`config.mk`:
```
export PLATFORM = sky130hd
export DESIGN_NAME = adc_128s
export DESIGN_NICKNAME = d
export VERILOG_FILES = /design/src/rtl/adc_128s.sv
export SDC_FILE = /design/constraint.sdc
export NUM_CORES = 1
export LEC_CHECK = 0
export ABC_AREA = 1
export CAP_MARGIN = 40
export CORE_ASPECT_RATIO = 1.1
export CORE_MARGIN = 2
export CORE_UTILIZATION = 50
export DETAILED_ROUTE_END_ITERATION = 16
export PLACE_DENSITY = 0.75
export SETUP_SLACK_MARGIN = 0.5
export SLEW_MARGIN = 20
export SYNTH_ARGS = -nofsm -noshare
export SYNTH_HDL_FRONTEND = slang
export SYNTH_SLANG_ARGS = --single-unit
```
`constraint.sdc`:
```
create_clock -name clk -period 4.9 [get_ports clk]
set_clock_uncertainty 0.1 [all_clocks]
set_input_delay 0.98 -clock clk [delete_from_list [all_inputs] [get_ports clk]]
set_output_delay 0.98 -clock clk [all_outputs]
set_load 0.05 [all_outputs]
```
`src/rtl/adc_128s.sv`:
```
// ADC128S-style SPI slave: pipelined 3-bit channel select, 12-bit reply.
// Define ADC128S_MISO_TRISTATE_EN to float MISO while slave select is high.
module adc_128s (
  input  logic        clk,
  input  logic        rst,
  input  logic        SS_n,
  input  logic        SCLK,
  input  logic        MOSI,
  output logic        MISO,
  input  logic [11:0] lft_cell_set,
  input  logic [11:0] rght_cell_set,
  input  logic [11:0] batt_set
);

  logic [2:0]  ss_q;
  logic [2:0]  sclk_q;
  logic [2:0]  mosi_q;
  logic [1:0]  prime;
  logic        armed;
  logic        active;
  logic [4:0]  cnt;
  logic [15:0] rx;
  logic [15:0] tx;
  logic [2:0]  ch;
  logic [11:0] value;

  logic ss_fall;
  logic ss_rise;
  logic ss_edge;
  logic sclk_rise;
  logic sclk_fall;
  logic frame_start;
  logic done;

  assign ss_fall     = ss_q[2] & ~ss_q[1];
  assign ss_rise     = ~ss_q[2] & ss_q[1];
  assign ss_edge     = ss_fall | ss_rise;
  assign sclk_rise   = ~sclk_q[2] & sclk_q[1];
  assign sclk_fall   = sclk_q[2] & ~sclk_q[1];
  assign frame_start = ss_fall & armed;
  assign done        = (cnt == 5'd16);

  always_ff @(posedge clk) begin
    if (rst) begin
      ss_q   <= 3'b111;
      sclk_q <= 3'b111;
      mosi_q <= 3'b111;
      prime  <= 2'b00;
    end else begin
      ss_q   <= {ss_q[1:0], SS_n};
      sclk_q <= {sclk_q[1:0], SCLK};
      mosi_q <= {mosi_q[1:0], MOSI};
      prime  <= {prime[0], 1'b1};
    end
  end

  // A frame may only start once a genuine post-reset high on SS_n was seen.
  always_ff @(posedge clk) begin
    if (rst) begin
      armed <= 1'b0;
    end else if (prime[1] & ss_q[1]) begin
      armed <= 1'b1;
    end
  end

  always_comb begin
    value = 12'h000;
    case (ch)
      3'd0:    value = lft_cell_set;
      3'd4:    value = rght_cell_set;
      3'd5:    value = batt_set;
      default: value = 12'h000;
    endcase
  end

  always_ff @(posedge clk) begin
    if (rst) begin
      active <= 1'b0;
      cnt    <= 5'd0;
      rx     <= 16'h0000;
      tx     <= 16'h0000;
      ch     <= 3'd0;
    end else if (frame_start) begin
      active <= 1'b1;
      cnt    <= 5'd0;
      rx     <= 16'h0000;
      tx     <= {4'b0000, value};
    end else if (ss_rise) begin
      active <= 1'b0;
      cnt    <= 5'd0;
      if (active & done) begin
        ch <= rx[13:11];
      end
    end else if (active & ~ss_edge) begin
      if (sclk_rise & ~done) begin
        rx  <= {rx[14:0], mosi_q[2]};
        cnt <= cnt + 5'd1;
      end
      // The leading fall precedes any rise; holding it keeps bit 15 valid.
      if (sclk_fall & (cnt != 5'd0)) begin
        tx <= {tx[14:0], 1'b0};
      end
    end
  end

`ifdef ADC128S_MISO_TRISTATE_EN
  assign MISO = ss_q[1] ? 1'bz : tx[15];
`else
  assign MISO = ss_q[1] ? 1'b0 : tx[15];
`endif

endmodule

```
==> results.cfg <==
[synth]
synth_area_leaders = dfxtp_1 (39%), nand3_1 (9.6%), nand2_1 (8.2%)
synth_cell_types = 32
syn_nets = 388
yosysWarnings = 0
yosysTopAreaCell = dfxtp_1
synthCells = 343
ys_ff_latch = 51
ys_seq_area_frac = 0.391
synth_top_area_share = 0.391
syn-cell-area_sq_um = 2610
avgSynthCellArea_sq_um = 7.61

[cts]
clk_latency_ns = 0.30
path_clk_slew_ns = 0.08
cts_max_path_buffers = 2
cts.hold.buffers_added = 0
cts_setup_buffers = 0
clock_sinks = 51
cts_resized = 0
cts-root-buf = clkbuf_8
h-tree-depth = 2
cts_made_buffers = 5
tritoncts = built

[placed_design]
dpl_cell_area_sq_um = 2960
globalplace.congestion = 0.741
port_buffers = 41
dp_hpwl_um = 3540

[global_routing]
grt_max_degree = 28
grt-ovfl-total = 0
grt_pass1_wl_um = 8900
grt_pass1_vias = 2088
grtUsageTotal = 0.193
antenna_found_initial = 0

[power]
pwr-share-comb = 0.085
peakVddDrop_mv = 0.115
intPower_w = 0.000588
leakagePower_nw = 1.24
switchingPower_w = 0.000155
p_clk_frac = 0.345
sw_frac_of_total = 0.209
p_per_area_nw_per_um2 = 243
p_seq_frac = 0.569

[worst_hold_path]
holdCritStartpoint = ss_q[0]
worstHoldPathType = reg -> reg

[layout]
final_cell_mix = nand2_1 (57), dfxtp_1 (51), nand3_1 (50)
final_common_cell = nand2_1
diodes = 0
drive_gt1_frac = 0.147
nets = 417
area_delta_synth_final_pct = 17.1
finish.instance_area_sq_um = 3060
fillCellCount = 467

[floorplanning]
initial_core_util = 0.519
io_pins = 42
die_area_sq_um = 5810
dieHeight_um = 79.8
fp.dieW_um = 72.9
rows = 27
coreArea_sq_um = 5030

[timing]
rsz0062_at_grt = false
relSlewSlack = 0.467
tns_ns = 0
hold_viol_final = 0
setup_viol = 0
timing.final.crit_share = 0.538
drv_slew = 0
tightestPinTransition_ns = 0.799
fmax_mhz = 379
min_period_ns = 2.64

[detailed_routing]
wirelength_um = 5060
first_iter_violations = 114
vias_per_cell = 5.14
detailroute.via_count = 2215
wire_per_inst_um = 11.7
dr.pass1.iters = 4
ant_nets = 0
drc = 0

[setup_path]
crit_arrival_ns = 1.56
crit_start = ss_q[1]
r2r_setup_slack_ns = 2.77
crit_type = reg -> out
crit_path_start_kind = register
crit_path_end_kind = primary output
worstPathRequired_ns = 3.82
crit_path_max_fanout = 4
rr_startpoint = ss_q[1]

[outcome]
status = complete, no violations

[flow_run]
cap_violations = 0
[routing by layer]
| metal | share of wire | wire length, um | up-vias | track usage |
|---|---|---|---|---|
| met4 | 0.015 | 77 | 0 | 0.0611 |
| met1 | 0.48 | 2420 | 965 | 0.236 |
| met2 | 0.46 | 2320 | 65 | 0.335 |
| li1 | - | - | 1179 | - |
| met3 | 0.047 | 240 | 6 | 0.0404 |
| met5 | 0 | 0 | - | 0 |
[metrics by stage]
step	hold slack, ns	setup slack [ns]	power (W)	util	cells
after floorplan	0.288	2.84	0.000460	-	343
after global placement	0.294	2.38	0.000496	0.587	423
after detailed placement	0.293	2.33	0.000497	0.587	423
after CTS	0.312	2.25	0.000753	0.607	431
after global routing	0.336	2.17	0.000773	0.607	431
final	0.313	2.26	0.000743	0.607	431
[kinds of logic (layout without fill, tap and decap cells)]
family / count (synthesis) / after routing / synth area share
compound gates: 30 / 30 / 0.0647
flops: 51 / 51 / 0.391
simple gates: 209 / 209 / 0.420
buf+inv: 46 / 76 / 0.0944
fa+ha+maj: 4 / 4 / 0.0192
xor+xnor: 3 / 3 / 0.0101
[final timing paths]
path	to	cells past startpoint
worst max-delay path	MISO	2
worst min-delay path	ss_q[1]	1
worst max register to register	rx[10]	7
worst min register to register	ss_q[1]	1
[power by group through the flow]
stage	combinational (W)	sequential [W]	clock [W]
final	0.0000633	0.000423	0.000257
after floorplan	0.0000277	0.000432	0
after global placement	0.0000630	0.000433	0
after CTS	0.0000639	0.000423	0.000266
after detailed placement	0.0000636	0.000433	0
after global routing	0.0000704	0.000424	0.000278
[worst max-delay path, stage by stage, from the launching register on]
cell and delay [ns]:
dfxtp_1 0.35, nor2_1 0.11, clkdlybuf4s50_1 0.80
[synthesized netlist by cell type, drive strengths merged]
cell type,n
nor3,4
nand3b,11
nor2,39
nand3,58
nand4,12
clkinv,2
ha,4
clkbuf,3
dfxtp,51
xnor2,1
xor2,2
nand2,78
or2,7
inv,25
buf,16
o21ai,7
a21oi,23
[state kept, by name (all words and copies together), names as in the netlist]
signal / cells
armed: 1
tx: 16
rx: 14
ss_q: 3
prime: 2
active: 1
mosi_q: 3
cnt: 5
sclk_q: 3
ch: 3
[final cells by class]
type	instances	area [sq um]	share of cell area
well taps	58	72.6	0.0238
clock buffers	8	100	0.0328
inverters	27	109	0.0356
multi-input cells	246	1340	0.439
repair buffers	41	410	0.134
flip-flops and latches	51	1020	0.334
Note: power is estimated with default switching activity, not from simulation.
